<file path="src/rtl/secded_scrubber.sv">
// Background SEC-DED scrubber: walks all words, corrects single-bit errors in place and
// counts corrected/uncorrectable words. Define SCRUB_WRITEBACK_EN to build write-back.
module secded_scrubber #(
   parameter int unsigned ADDR_W = 4,
   parameter int unsigned DEPTH  = 2 ** ADDR_W,
   parameter int unsigned CNT_W  = 8
) (
   input  logic              clk,
   input  logic              rst_n,
   input  logic              start,
   input  logic              host_req,
   input  logic [12:0]       mem_rdata,
   output logic [ADDR_W-1:0] mem_addr,
   output logic              mem_wr_en,
   output logic [12:0]       mem_wdata,
   output logic              busy,
   output logic              done,
   output logic [CNT_W-1:0]  corr_cnt,
   output logic [CNT_W-1:0]  uncorr_cnt,
   output logic [ADDR_W-1:0] last_bad_addr
);

   localparam logic [ADDR_W-1:0] LastAddr = ADDR_W'(DEPTH - 1);
   localparam logic [CNT_W-1:0]  CntMax   = {CNT_W{1'b1}};

   typedef enum logic [2:0] {
      StIdle,
      StRead,
      StCheck,
`ifdef SCRUB_WRITEBACK_EN
      StWrite,
`endif
      StDone
   } state_e;

   state_e              state_q, state_d;
   logic [ADDR_W-1:0]   addr_q, addr_d;
   logic [12:0]         cw_q, cw_d;
   logic [CNT_W-1:0]    corr_cnt_q, corr_cnt_d;
   logic [CNT_W-1:0]    uncorr_cnt_q, uncorr_cnt_d;
   logic [ADDR_W-1:0]   last_bad_addr_q, last_bad_addr_d;

   logic [3:0] syn;
   logic       par;
   logic       is_clean;
   logic       is_corr;
   logic       adv;

   // Syndrome is the XOR of the positions of all set bits in cw_q[12:1].
   always_comb begin
      syn = 4'd0;
      for (int i = 1; i < 13; i++) begin
         if (cw_q[i]) begin
            syn = syn ^ 4'(i);
         end
      end
      par      = ^cw_q;
      is_clean = (syn == 4'd0) && !par;
      is_corr  = par && (syn <= 4'd12);
   end

`ifdef SCRUB_WRITEBACK_EN
   logic [12:0] cw_fix;

   always_comb begin
      cw_fix = cw_q;
      if (par && (syn == 4'd0)) begin
         cw_fix[0] = ~cw_q[0];
      end else if (par && (syn <= 4'd12)) begin
         cw_fix[syn] = ~cw_q[syn];
      end
   end
`endif

   always_comb begin
      state_d         = state_q;
      addr_d          = addr_q;
      cw_d            = cw_q;
      corr_cnt_d      = corr_cnt_q;
      uncorr_cnt_d    = uncorr_cnt_q;
      last_bad_addr_d = last_bad_addr_q;
      adv             = 1'b0;

      unique case (state_q)
         StIdle: begin
            if (start) begin
               addr_d       = '0;
               corr_cnt_d   = '0;
               uncorr_cnt_d = '0;
               state_d      = StRead;
            end
         end
         StRead: begin
            if (!host_req) begin
               cw_d    = mem_rdata;
               state_d = StCheck;
            end
         end
         StCheck: begin
            if (is_clean) begin
               adv = 1'b1;
            end else if (is_corr) begin
               if (corr_cnt_q != CntMax) begin
                  corr_cnt_d = corr_cnt_q + CNT_W'(1);
               end
`ifdef SCRUB_WRITEBACK_EN
               state_d = StWrite;
`else
               adv = 1'b1;
`endif
            end else begin
               if (uncorr_cnt_q != CntMax) begin
                  uncorr_cnt_d = uncorr_cnt_q + CNT_W'(1);
               end
               last_bad_addr_d = addr_q;
               adv             = 1'b1;
            end
         end
`ifdef SCRUB_WRITEBACK_EN
         StWrite: begin
            if (!host_req) begin
               adv = 1'b1;
            end
         end
`endif
         StDone: begin
            state_d = StIdle;
         end
         default: begin
            state_d = StIdle;
         end
      endcase

      // No wrap within a pass: the last address finishes the pass.
      if (adv) begin
         if (addr_q == LastAddr) begin
            state_d = StDone;
         end else begin
            addr_d  = addr_q + ADDR_W'(1);
            state_d = StRead;
         end
      end
   end

   always_ff @(posedge clk or negedge rst_n) begin
      if (!rst_n) begin
         state_q         <= StIdle;
         addr_q          <= '0;
         cw_q            <= '0;
         corr_cnt_q      <= '0;
         uncorr_cnt_q    <= '0;
         last_bad_addr_q <= '0;
      end else begin
         state_q         <= state_d;
         addr_q          <= addr_d;
         cw_q            <= cw_d;
         corr_cnt_q      <= corr_cnt_d;
         uncorr_cnt_q    <= uncorr_cnt_d;
         last_bad_addr_q <= last_bad_addr_d;
      end
   end

   // Write strobe is decoded from state so it drops asynchronously with reset.
   always_comb begin
`ifdef SCRUB_WRITEBACK_EN
      mem_wr_en = (state_q == StWrite) && !host_req;
      mem_wdata = (state_q == StWrite) ? cw_fix : 13'h0000;
`else
      mem_wr_en = 1'b0;
      mem_wdata = 13'h0000;
`endif
      mem_addr      = addr_q;
      busy          = (state_q != StIdle);
      done          = (state_q == StDone);
      corr_cnt      = corr_cnt_q;
      uncorr_cnt    = uncorr_cnt_q;
      last_bad_addr = last_bad_addr_q;
   end

endmodule

</file>
<file path="config.mk">
export PLATFORM = sky130hd
export DESIGN_NAME = secded_scrubber
export DESIGN_NICKNAME = d
export VERILOG_FILES = /design/src/rtl/secded_scrubber.sv
export SDC_FILE = /design/constraint.sdc
export NUM_CORES = 1
export LEC_CHECK = 0
export CORE_MARGIN = 1.5
export CORE_UTILIZATION = 50
export CTS_CLUSTER_DIAMETER = 50
export DETAILED_ROUTE_END_ITERATION = 12
export GPL_TIMING_DRIVEN = 0
export HOLD_SLACK_MARGIN = 0.02
export PLACE_DENSITY = 0.85
export SETUP_SLACK_MARGIN = 0.5
export SKIP_LAST_GASP = 1
export SYNTH_ARGS = -nofsm -noshare
export SYNTH_HDL_FRONTEND = slang
export SYNTH_SLANG_ARGS = --single-unit
</file>
<file path="constraint.sdc">
create_clock -name clk -period 3.8 [get_ports clk]
set_clock_uncertainty 0.1 [all_clocks]
set_input_delay 0.57 -clock clk [delete_from_list [all_inputs] [get_ports clk]]
set_output_delay 0.57 -clock clk [all_outputs]
set_load 0.02 [all_outputs]
</file>
==> flow_summary.toml <==
[routing]
ant_nets = 0
drc_errors = 0
drt_first_pass_iters = 4
drt_iter0_markers = 89
viasPerCell = 5.24
drt-total-wl_mm = 4.07
drt-wirelength-per-cell_um = 12.6
num_vias = 1686

[cells_and_area]
drive_above_1_share = 0.180
antenna_cells = 0
syn2layout_area_growth_pct = 29.6
finalNetCount = 291
instances_no_fill = 322
num-fill-cells = 311
final_util = 0.691

[clock_network]
cts_resized = 0
htreeDepth = 2
cts_sinks = 39
post-cts-setup-buffers = 0
numCtsBuffers = 5
tritoncts = "done"
clk_pin_slew_worst_paths_ns = 0.08
cts_root_buffer = "clkbuf_8"
clock_latency_ns = 0.30
clk_path_buf_depth = 2
cts_hold_buf = 0

[die]
fp.dieArea_mm2 = 0.00476
core_area_mm2 = 0.00409
die_w_um = 69.0
start_util = 0.533
rows = 23
fp.dieH_um = 69.0
ios = 57

[critical_path]
ff2ff_setup_slack_ns = 1.27
cp.required_ns = 3.89
cp-start-kind = "flop"
cp-end-kind = "flop"
critPathMaxFanout = 10
reg2reg_from = "cw_q[6]$_DFFE_PN0P_"
crit_type = "flop to flop"
ff2ff_path_depth = 7
crit_arrival_ns = 2.62
r2r-end = "last_bad_addr[1]$_DFFE_PN0P_"

[sta]
finalSetupViolCount = 0
fmax_ghz = 0.395
finalCritPeriodShare = 0.666
rsz0062_at_grt = "false"
worst_slew_pin_slew_ns = 0.858
tns_ns = 0
timing.slew.headroom = 0.428
min_period_ns = 2.53
drv_slew = 0
hold_viol = 0

[global_routing]
globalRouteOverflowTotal = 0
grt_antenna_before_repair = 0
grt_pass1_vias = 1548
grtUsageTotal = 0.182
grt_pass1_wl_mm = 6.96
grt_max_degree = 40

[logic_synthesis]
ys_types = 43
syn_inst = 209
ys_ff_latch = 39
syn_area_per_cell_um2 = 10.4
syn_area_mm2 = 0.00218
synth-seq-area-share = 0.448
ys_warn_count = 0

[pwr]
cellPowerDensity_mw_per_mm2 = 804
power_leakage_uw = 0.00124
power_uw = 2270
vdd_drop_max_mv = 0.659

[placement]
place.gp.congestion = 0.889
post-place-cells = 314
hpwl_mm = 3.03
io_buffers = 42

[status]
status = "complete, no violations"

[run]
cap_violations = 0

[min_path]
hold_path_class = "input pin to asynchronous set/reset pin"
per-stage QoR:
| stage | hold WS (ns) | instance area [um2] | setup WS [ns] |
|---|---|---|---|
| after floorplan | 0.174 | 2230 | 1.52 |
| after global placement | 0.387 | 2710 | 1.10 |
| after detailed placement | 0.393 | 2710 | 1.06 |
| after CTS | 0.307 | 2820 | 1.24 |
| after global routing | 0.342 | 2820 | 1.06 |
| final | 0.277 | 2820 | 1.27 |
where the power goes:
part           internal (uW)  switching [uW]  total [uW]  leakage [uW]
Sequential               536             124         660      0.000509
Clock                    212             147         359     0.0000612
Combinational            607             644        1250      0.000675
Total                   1360             915        2270       0.00124
kinds of logic (layout without fill, tap and decap cells):
logic type	Yosys count	count (layout)	share of synthesized area
AOI/OAI and AO/OA	36	36	0.104
buffers and inverters	22	72	0.0643
xor gates and xnor gates	18	18	0.0792
DFF	39	39	0.448
muxes	23	23	0.117
adders and majority gates	3	3	0.0172
and+or+nand+nor	67	67	0.169
other	1	14	0.00172
worst max-delay path by stage:
stage / from / to / slack (ns)
after floorplan: corr_cnt[0]$_DFFE_PN0P_ / corr_cnt[7]$_DFFE_PN0P_ / 1.52
after global placement: host_req / cw_q[5]$_DFFE_PN0P_ / 1.10
after detailed placement: host_req / cw_q[10]$_DFFE_PN0P_ / 1.06
after CTS: cw_q[6]$_DFFE_PN0P_ / last_bad_addr[1]$_DFFE_PN0P_ / 1.24
after global routing: cw_q[6]$_DFFE_PN0P_ / last_bad_addr[3]$_DFFE_PN0P_ / 1.06
final: cw_q[6]$_DFFE_PN0P_ / last_bad_addr[1]$_DFFE_PN0P_ / 1.27
state kept, by name (all words and copies together) (netlist names):
| name | flops |
|---|---|
| cw_q | 13 |
| uncorr_cnt | 8 |
| state_q | 2 |
| corr_cnt | 8 |
| mem_addr | 4 |
| last_bad_addr | 4 |
cell usage in the layout, fill, tap and decap left out, types with 10 or more instances in the layout:
master / n
dfrtp_1: 39
and3_1: 10
conb_1: 14
xnor2_1: 11
a21oi_1: 10
buf_4: 15
nand2_1: 15
mux2_2: 19
o21ai_0: 12
clkdlybuf4s50_1: 41
cell type report:
class / instances / area [um2] / share of cell area
multi-input combinational: 161 / 1110 / 0.394
sequential: 39 / 976 / 0.346
timing repair buffer: 42 / 415 / 0.147
buffer: 19 / 129 / 0.0456
clock buffer: 6 / 82.6 / 0.0292
tap: 50 / 62.6 / 0.0222
clock inverter: 2 / 35.0 / 0.0124
inverter: 3 / 11.3 / 0.00399
worst max-delay path, cell delays in order (launching register included):
cell and delay (ns):
dfrtp_1 0.43, xnor2_1 0.18, xnor2_1 0.45, xnor2_1 0.21, o211ai_1 0.13, o21ai_2 0.27
buf_2 0.29, mux2_2 0.36
synthesized netlist by cell type:
cell / instances / area share
buf_2: 1 / 0.0023
nand2_1: 15 / 0.026
o21ai_2: 1 / 0.0040
or4b_1: 1 / 0.0046
xor2_1: 5 / 0.020
a21oi_2: 1 / 0.0040
xnor2_1: 11 / 0.044
or3b_1: 1 / 0.0040
mux2i_1: 4 / 0.018
ha_1: 3 / 0.017
nor3b_1: 1 / 0.0034
nor2_1: 6 / 0.010
xnor2_2: 2 / 0.015
o31ai_1: 1 / 0.0034
mux2_2: 19 / 0.098
or4_1: 2 / 0.0069
or3_1: 9 / 0.026
and3_1: 10 / 0.029
a31oi_1: 2 / 0.0057
a211o_1: 1 / 0.0040
o21ai_0: 12 / 0.028
clkbuf_1: 3 / 0.0052
o311a_1: 1 / 0.0046
a211oi_1: 1 / 0.0034
conb_1: 1 / 0.0017
buf_4: 15 / 0.052
inv_1: 3 / 0.0052
nor2b_1: 2 / 0.0057
a41o_1: 1 / 0.0046
and2b_1: 1 / 0.0034
and2_1: 3 / 0.0086
nand4b_1: 1 / 0.0040
o211ai_1: 1 / 0.0034
a211oi_2: 1 / 0.0057
dfrtp_1: 39 / 0.45
nand4_1: 2 / 0.0057
a21oi_1: 10 / 0.023
o21bai_1: 2 / 0.0069
nand2b_1: 1 / 0.0029
nand3b_1: 1 / 0.0034
nor3_1: 2 / 0.0046
nand3_1: 9 / 0.021
o311ai_0: 1 / 0.0040
per-layer routing:
metal	track usage	vias up	share of wire
li1	-	840	-
met5	0	-	0
met4	0.0871	0	0.021
met1	0.233	783	0.46
met2	0.284	54	0.47
met3	0.0526	9	0.055
(Power assumes the default switching activity.)
